File: config.mk
export PLATFORM = sky130hd
export DESIGN_NAME = stage_if
export DESIGN_NICKNAME = d
export VERILOG_FILES = /design/src/rtl/core_pkg.sv /design/src/rtl/fetch_fifo.sv /design/src/rtl/stage_if.sv
export SDC_FILE = /design/constraint.sdc
export NUM_CORES = 1
export LEC_CHECK = 0
export CAP_MARGIN = 20
export CORE_MARGIN = 2
export CORE_UTILIZATION = 50
export CTS_BUF_LIST = sky130_fd_sc_hd__clkbuf_4 sky130_fd_sc_hd__clkbuf_8
export DETAILED_ROUTE_END_ITERATION = 8
export PLACE_DENSITY_LB_ADDON = 0.1
export SLEW_MARGIN = 20
export SYNTH_ARGS = -nofsm -noshare
export SYNTH_HDL_FRONTEND = slang
export SYNTH_SLANG_ARGS = --single-unit
File: constraint.sdc
create_clock -name clk -period 9.35 [get_ports clk]
set_input_delay 0.935 -clock clk [delete_from_list [all_inputs] [get_ports clk]]
set_output_delay 0.935 -clock clk [all_outputs]
set_load 0.1 [all_outputs]
File: src/rtl/core_pkg.sv
// Types and constants shared by the pipeline stages.
package core_pkg;

  localparam int XLEN = 32;
  localparam logic [XLEN-1:0] NOP_INST = 32'h0000_0013;  // addi x0,x0,0

  typedef struct packed {
    logic [XLEN-1:0] pc;
    logic [XLEN-1:0] inst;
  } fetch_entry_t;

endpackage

File: src/rtl/fetch_fifo.sv
// Small synchronous FIFO of fetched {pc, inst} pairs, with a flush that
// empties it in one cycle (used on redirects).
module fetch_fifo
  import core_pkg::*;
#(
  parameter int DEPTH = 2
) (
  input  logic                     clk,
  input  logic                     rst,
  input  logic                     flush,
  input  logic                     push,
  input  fetch_entry_t             push_data,
  input  logic                     pop,
  output fetch_entry_t             head,
  output logic [$clog2(DEPTH):0]   count,
  output logic                     empty
);

  localparam int AW = $clog2(DEPTH);
  localparam int CW = AW + 1;
  localparam logic [AW-1:0] PTR_MASK = AW'(DEPTH - 1);

  fetch_entry_t    mem [DEPTH];
  logic [AW-1:0]   rd_ptr;
  logic [AW-1:0]   wr_ptr;
  logic            full;
  logic            do_push;
  logic            do_pop;

  assign empty   = (count == '0);
  assign full    = (count == CW'(DEPTH));
  assign do_push = push && !full && !flush;
  assign do_pop  = pop && !empty && !flush;
  assign head    = mem[rd_ptr];

  // DEPTH is a power of two, so masking the incremented pointer wraps it.
  always_ff @(posedge clk) begin
    if (rst || flush) begin
      rd_ptr <= '0;
      wr_ptr <= '0;
      count  <= '0;
    end else begin
      if (do_push) wr_ptr <= (wr_ptr + AW'(1)) & PTR_MASK;
      if (do_pop)  rd_ptr <= (rd_ptr + AW'(1)) & PTR_MASK;
      case ({do_push, do_pop})
        2'b10:   count <= count + CW'(1);
        2'b01:   count <= count - CW'(1);
        default: count <= count;
      endcase
    end
  end

  always_ff @(posedge clk) begin
    if (do_push) mem[wr_ptr] <= push_data;
  end

endmodule

File: src/rtl/stage_if.sv
// Instruction-fetch stage: PC owner, credit-limited in-order fetch from
// instruction memory, response buffering and the IF/ID pipeline register.
module stage_if
  import core_pkg::*;
#(
  parameter logic [31:0] RESET_PC  = 32'h0000_0000,
  parameter int          BUF_DEPTH = 2
) (
  input  logic        clk,
  input  logic        rst,
  output logic        imem_req_valid,
  input  logic        imem_req_ready,
  output logic [31:0] imem_req_addr,
  input  logic        imem_rsp_valid,
  input  logic [31:0] imem_rsp_data,
  input  logic        ctrl_stall,
  input  logic        br_taken,
  input  logic [31:0] br_target,
  output logic        if_valid,
  output logic [31:0] if_inst,
  output logic [31:0] if_pc
);

  localparam int CW = $clog2(BUF_DEPTH) + 1;

  logic [XLEN-1:0] pc_q;
  logic [XLEN-1:0] rsp_pc_q;
  logic [CW-1:0]   inflight;
  logic [CW-1:0]   drop_cnt;
  logic [CW-1:0]   fifo_count;
  logic [CW:0]     credits_used;
  logic            fifo_empty;
  logic            req_fire;
  logic            rsp_accept;
  logic            bypass;
  logic            fifo_push;
  logic            fifo_pop;
  fetch_entry_t    rsp_entry;
  fetch_entry_t    fifo_head;

  // Outstanding plus buffered words may never exceed the FIFO depth, which
  // is what guarantees every accepted response has somewhere to go.
  assign credits_used   = {1'b0, inflight} + {1'b0, fifo_count};
  assign imem_req_valid = !rst && !br_taken && (credits_used < (CW+1)'(BUF_DEPTH));
  assign imem_req_addr  = pc_q;
  assign req_fire       = imem_req_valid && imem_req_ready;

  assign rsp_accept = imem_rsp_valid && (drop_cnt == '0) && !br_taken;
  assign bypass     = rsp_accept && fifo_empty && !ctrl_stall;
  assign fifo_push  = rsp_accept && !bypass;
  assign fifo_pop   = !br_taken && !ctrl_stall && !fifo_empty;
  assign rsp_entry  = '{pc: rsp_pc_q, inst: imem_rsp_data};

  fetch_fifo #(
    .DEPTH (BUF_DEPTH)
  ) u_fifo (
    .clk       (clk),
    .rst       (rst),
    .flush     (br_taken),
    .push      (fifo_push),
    .push_data (rsp_entry),
    .pop       (fifo_pop),
    .head      (fifo_head),
    .count     (fifo_count),
    .empty     (fifo_empty)
  );

  always_ff @(posedge clk) begin
    if (rst) begin
      pc_q     <= RESET_PC;
      rsp_pc_q <= RESET_PC;
    end else if (br_taken) begin
      pc_q     <= br_target;
      rsp_pc_q <= br_target;
    end else begin
      if (req_fire)   pc_q     <= pc_q + 32'd4;
      if (rsp_accept) rsp_pc_q <= rsp_pc_q + 32'd4;
    end
  end

  // Every response retires one in-flight request, whether kept or dropped.
  always_ff @(posedge clk) begin
    if (rst) begin
      inflight <= '0;
      drop_cnt <= '0;
    end else begin
      case ({req_fire, imem_rsp_valid})
        2'b10:   inflight <= inflight + CW'(1);
        2'b01:   inflight <= inflight - CW'(1);
        default: inflight <= inflight;
      endcase
      if (br_taken)
        drop_cnt <= inflight - CW'(imem_rsp_valid);
      else if (imem_rsp_valid && (drop_cnt != '0))
        drop_cnt <= drop_cnt - CW'(1);
    end
  end

  always_ff @(posedge clk) begin
    if (rst) begin
      if_valid <= 1'b0;
      if_inst  <= NOP_INST;
      if_pc    <= RESET_PC;
    end else if (br_taken) begin
      if_valid <= 1'b0;
      if_inst  <= NOP_INST;
    end else if (!ctrl_stall) begin
      if (!fifo_empty) begin
        if_valid <= 1'b1;
        if_inst  <= fifo_head.inst;
        if_pc    <= fifo_head.pc;
      end else if (bypass) begin
        if_valid <= 1'b1;
        if_inst  <= imem_rsp_data;
        if_pc    <= rsp_pc_q;
      end else begin
        if_valid <= 1'b0;
        if_inst  <= NOP_INST;
      end
    end
  end

endmodule

==> run_results.csv, run 1 <==
group,metric,value,unit
clocking,path_clk_slew,60,ps
global_routing,grt_pass1_wl,48.0,mm
min_path,hold_class,"flip-flop to flip-flop",
drt,drc_errors,0,
clocking,cts_resized,0,
pwr,seqPwrFrac,0.484,
timing,post-route-min-period,4330,ps
clocking,htreeDepth,2,
place,gp_congestion,0.860,
clocking,cts_made_buffers,45,
synth,synth_nets,1152,
critical_path,arrival,3400,ps
clocking,postCtsSetupRepairBufs,0,
synth,syn_area,11700,sq um
drt,ant_nets,0,
synth,synthArstFlopShare,0,
timing,clock_skew,25.8,ps
synth,yosysTopAreaCellShare,0.328,
floorplanning,die_width,157,um
global_routing,grt_usage,0.245,
place,place_ws,5020,ps
flow_run,cap_violations,0,
synth,synth_largest_area_cell,"edfxtp_1",
floorplanning,boundaryPins,168,
layout,nets,1292,
drt,wl,30.1,mm
timing,worstMarginPinSlew,1080,ps
layout,syn2layout_area_growth,23.6,%
pwr,ir_worst_vdd,0.0988,mV
drt,drt_iter0_markers,809,
timing,min_period_over_period,0.463,
timing,fin_ws,5020,ps
timing,fmax,231,MHz
pwr,switching_share,0.275,
synth,avgSynthCellArea,10.9,sq um
critical_path,worst_ep_required_time,8420,ps
synth,synth_ff_type,"dfxtp_1",
timing,final_hold_viol_count,0,
global_routing,antenna_found_initial,0,
floorplanning,dieArea,24700,sq um
pwr,p_total,2710,uW
timing,drv_slew,0,
pwr,combPwrFrac,0.130,
global_routing,first_global_vias,9104,
critical_path,path_class,"flip-flop to output pin",
floorplanning,die_h,157,um
status,status,"finished clean",
critical_path,crit_path_start_kind,"flip-flop",
synth,postSynthCellCount,1075,
layout,n_antenna_cell,0,
floorplanning,core_region_area,23300,sq um
pwr,leakage,0.00467,uW
place,portBuffers,167,
clocking,cts_buffer_depth,3,
drt,vias,9323,
floorplanning,initial_utilization,0.504,
timing,tns,0,ps
global_routing,grt_max_degree,75,
layout,fillers,1971,
pwr,power.switching,745,uW
critical_path,end_kind,"output pin",
clocking,clock_sinks,266,
clocking,clk_latency,560,ps
place,place_hpwl,18.8,mm
synth,ys_warn_count,0,
timing,setup_viol,0,
synth,seq_area_frac_synth,0.564,
clocking,cts_hold_buf,0,
synth,ys_top_cells_by_count,"dfxtp_1 (138), edfxtp_1 (128), nor2_1 (77)",
layout,drive_above_1_share,0.117,
synth,synth_edf_count,128,
drt,first_pass_iters,5,
synth,ys_top_cells_by_area,"edfxtp_1 (33%), dfxtp_1 (24%), mux2_2 (3.1%)",
timing,slew_headroom,0.279,
timing,rsz0062_at_grt,"no",
synth,synthDistinctLibCells,64,
drt,post_drt_wl_per_cell,19.1,um
pwr,p_int,1960,uW
clocking,clock_tree.root_cell,"clkbuf_8",
floorplanning,rows,56,
synth,ys_ff_latch,266,
pwr,p_per_area,187,nW/um^2
drt,vias_per_cell,5.93,
global_routing,overflow,0,
synth,post-synth-top-count-cell,"dfxtp_1",
pwr,clkPwrFrac,0.386,
clocking,cts_tree,"built",
critical_path,path_max_fanout,4,
-- per-stage QoR --
| stage | hold WS (ps) | cells | util | instance area [sq um] |
|---|---|---|---|---|
| 2_1_floorplan | 424 | 1075 | - | 11700 |
| 3_3_place_gp | 453 | 1487 | 0.583 | 13600 |
| 3_5_place_dp | 466 | 1487 | 0.583 | 13600 |
| 4_1_cts | 474 | 1571 | 0.622 | 14500 |
| 5_1_grt | 499 | 1571 | 0.622 | 14500 |
| 6_report | 466 | 1571 | 0.622 | 14500 |
-- final cells by class --
class | instances | area, sq um | share of cell area
multi-input combinational | 709 | 4750 | 0.328
clock inverter | 9 | 47.5 | 0.00328
timing repair buffer | 180 | 1750 | 0.121
clock buffer | 75 | 870 | 0.0601
inverter | 13 | 48.8 | 0.00337
tap | 319 | 399 | 0.0276
sequential | 266 | 6610 | 0.457
-- power groups by stage --
stage / clock, uW / combinational (uW) / sequential (uW)
6_report: 1040 / 353 / 1310
3_3_place_gp: 0 / 349 / 1330
5_1_grt: 1120 / 377 / 1310
2_1_floorplan: 0 / 128 / 1440
3_5_place_dp: 0 / 352 / 1330
4_1_cts: 1060 / 354 / 1310
-- cells in the final DEF (no fill, tap or decap), types with 4 or more instances in the layout --
cell	Yosys	final
nand2_1	52	52
a21oi_1	47	47
nor3_1	69	68
xnor2_1	14	14
nor2b_1	28	28
a222oi_1	8	8
clkbuf_4	0	26
a311oi_1	9	9
or2_2	6	5
or3_1	13	13
nand3_1	40	40
buf_4	0	13
o311ai_0	4	4
clkbuf_8	0	49
mux2i_1	32	32
o211ai_1	11	11
nand4_1	26	26
o31ai_1	12	12
o21a_1	10	10
a221oi_1	21	21
xor2_1	11	11
o21ai_0	14	14
nor4_1	13	13
a21boi_0	13	13
a211oi_1	6	5
mux2_2	32	32
or4_1	15	15
nor2_1	77	75
inv_1	13	12
clkdlybuf4s50_1	0	164
ha_1	6	6
a31oi_1	17	17
and2_1	8	8
clkinv_1	0	6
edfxtp_1	128	128
and3_1	11	11
and4_1	11	11
dfxtp_1	138	137
a2111oi_0	33	33
-- worst max-delay path, stage by stage, from the launching register on --
cell and delay [ps]:
dfxtp_1 400, and2_1 170, fa_1 460, nor4_1 560, clkdlybuf4s50_1 1250
-- logic make-up (layout without fill, tap and decap cells) --
logic type,count (synthesis),in the layout,synth area share
AO/OA/AOI/OAI,235,235,0.149
XOR/XNOR,25,25,0.0187
adder cells (fa/ha/maj),7,7,0.00812
buffers and inverters,100,277,0.0339
flip-flops,266,266,0.564
multiplexers,64,64,0.0581
AND/OR/NAND/NOR,378,378,0.169
-- final timing paths --
path	from	endpoint	slack [ps]	cells past startpoint
setup / recovery	inflight[0]	imem_req_valid	5020	4
hold / removal	imem_req_addr[0]	imem_req_addr[0]	470	2
setup reg to reg	drop_cnt[0]	u_fifo.mem[0][13]	6060	6
hold reg to reg	imem_req_addr[0]	imem_req_addr[0]	470	2
-- state kept, by name, indices dropped and copies added (netlist names), named ones only --
| name | flops |
|---|---|
| u_fifo.mem | 128 |
| if_inst | 32 |
| if_pc | 32 |
| imem_req_addr | 32 |
| rsp_pc_q | 32 |
| drop_cnt | 2 |
| inflight | 2 |
| u_fifo.count | 2 |
| if_valid | 1 |
| u_fifo.rd_ptr | 1 |
| u_fifo.wr_ptr | 1 |
-- per-layer routing --
layer / global-route usage / wire length, um / vias up
met2: 0.384 / 13800 / 373
met5: 0 / 0 / -
met4: 0.0766 / 635 / 0
met1: 0.346 / 13600 / 4452
met3: 0.0441 / 2020 / 57
li1: - / - / 4441
No activity file was read; power rests on OpenSTA's default activity.
==> run 2: changes to the inputs <==
==> constraint.sdc (replaced) <==
create_clock -name clk -period 4.05 [get_ports clk]
set_input_delay 0.405 -clock clk [delete_from_list [all_inputs] [get_ports clk]]
set_output_delay 0.405 -clock clk [all_outputs]
set_load 0.1 [all_outputs]
==> run_results.csv, run 2 (same netlist as run 1, synthesis figures left out) <==
group,metric,value,unit
status,status,"finished clean",
floorplanning,initial_utilization,0.504,
drt,drt_iter0_markers,658,
global_routing,grt_pass1_wl,48.0,mm
drt,drc_errors,0,
flow_run,cap_violations,0,
pwr,p_total,6220,uW
critical_path,cp_top_family,"simple AND/OR/NAND/NOR gates",
drt,vias_per_cell,5.94,
critical_path,end_kind,"flip-flop",
timing,rsz0062_at_grt,"no",
clocking,cts_tree,"built",
clocking,cts_buffer_depth,3,
timing,min_period_over_period,0.715,
drt,vias,9352,
timing,setup_viol,0,
critical_path,worst_ep_required_time,4520,ps
layout,largest-register,"u_fifo.mem",
global_routing,first_global_vias,9087,
critical_path,path_max_fanout,9,
clocking,cts_made_buffers,44,
pwr,ir_worst_vdd,0.208,mV
place,place_hpwl,19.3,mm
critical_path,crit_path_start_kind,"flip-flop",
floorplanning,die_width,157,um
floorplanning,die_h,157,um
layout,finalNonFillerCells,1574,
pwr,leakage,0.00471,uW
layout,nets,1297,
critical_path,slowest_stage,"or3b_2",
drt,post_drt_wl_per_cell,19.2,um
clocking,clock_sinks,266,
timing,worstMarginPinSlew,1150,ps
critical_path,cp_cell_sequence,"and2_1 > fa_1 > or3b_2 > nor2_1 > inv_1 > ha_1 > or3_1 > a21oi_1",
layout,drive_above_1_share,0.122,
place,dp_cells,1493,
place,gp_congestion,0.886,
critical_path,arrival,3360,ps
layout,layout_common_cells,"clkdlybuf4s50_1 (163), dfxtp_1 (137), edfxtp_1 (128)",
floorplanning,boundaryPins,168,
pwr,p_per_area,428,nW/um^2
layout,stdcell_area,14500,sq um
floorplanning,core_region_area,23300,sq um
global_routing,grt_usage,0.244,
place,placed_cell_area,13600,sq um
critical_path,crit_path_max_incr_delay,610,ps
place,portBuffers,167,
drt,wl,30.3,mm
clocking,path_clk_slew,60,ps
drt,ant_nets,0,
timing,fmax,345,MHz
clocking,clk_latency,540,ps
timing,clock_skew,11.9,ps
layout,largest_register_ffs,128,
critical_path,path_class,"flip-flop to flip-flop",
floorplanning,dieArea,24700,sq um
global_routing,grt_max_degree,75,
clocking,cts_resized,0,
clocking,cts_hold_buf,0,
timing,final_hold_viol_count,0,
critical_path,path_buf_inv,1,
drt,first_pass_iters,5,
clocking,htreeDepth,2,
global_routing,overflow,0,
timing,post-route-min-period,2900,ps
min_path,hold_class,"input port to flip-flop",
floorplanning,rows,56,
global_routing,antenna_found_initial,0,
layout,layout_commonest_cell,"clkdlybuf4s50_1",
layout,utilization,0.625,
layout,syn2layout_area_growth,24.0,%
layout,fillers,1927,
clocking,clock_tree.root_cell,"clkbuf_8",
layout,n_antenna_cell,0,
timing,drv_slew,0,
timing,slew_headroom,0.225,
clocking,postCtsSetupRepairBufs,0,
-- run 2: final timing paths --
| path | cells after the start | slack, ps | start | end |
|---|---|---|---|---|
| worst min register to register | 2 | 470 | imem_req_addr[0] | imem_req_addr[0] |
| worst max register to register | 8 | 1150 | inflight[0] | inflight[1] |
| worst min-delay path | 2 | 320 | rst | if_pc[1] |
| worst max-delay path | 8 | 1150 | inflight[0] | inflight[1] |
-- run 2: metal layers --
| layer | track usage | vias up | part of all wire |
|---|---|---|---|
| met3 | 0.0394 | 65 | 0.065 |
| li1 | - | 4452 | - |
| met5 | 0 | - | 0 |
| met2 | 0.386 | 361 | 0.46 |
| met1 | 0.339 | 4474 | 0.45 |
| met4 | 0.0935 | 0 | 0.028 |
-- run 2: cell type report --
type | count | area (sq um) | area share
Clock buffer | 63 | 779 | 0.0536
Clock inverter | 18 | 119 | 0.00818
Inverter | 13 | 48.8 | 0.00336
Multi-Input combinational cell | 709 | 4750 | 0.327
Sequential cell | 266 | 6610 | 0.455
Tap cell | 319 | 399 | 0.0275
Timing Repair Buffer | 186 | 1820 | 0.125
-- run 2: worst reg2reg max path, stage by stage (launching register included) --
cell and delay, ps:
dfxtp_1 340, and2_1 180, fa_1 520, or3b_2 610, nor2_1 260, inv_1 100
ha_1 320, or3_1 360, a21oi_1 140
-- run 2: per-stage QoR --
step | worst slack [ps] | hold slack, ps | TNS (ps)
2_1_floorplan | -410 | 424 | -52500
3_3_place_gp | 1230 | 448 | 0
3_5_place_dp | 1180 | 455 | 0
4_1_cts | 1140 | 281 | 0
5_1_grt | 1030 | 319 | 0
6_report | 1150 | 317 | 0
-- run 2: power by group --
| group | internal, uW | leakage [uW] | switching (uW) |
|---|---|---|---|
| sequential | 2910 | 0.00230 | 107 |
| combinational | 259 | 0.00192 | 560 |
| clock | 1310 | 0.000481 | 1060 |
| total | 4490 | 0.00471 | 1730 |
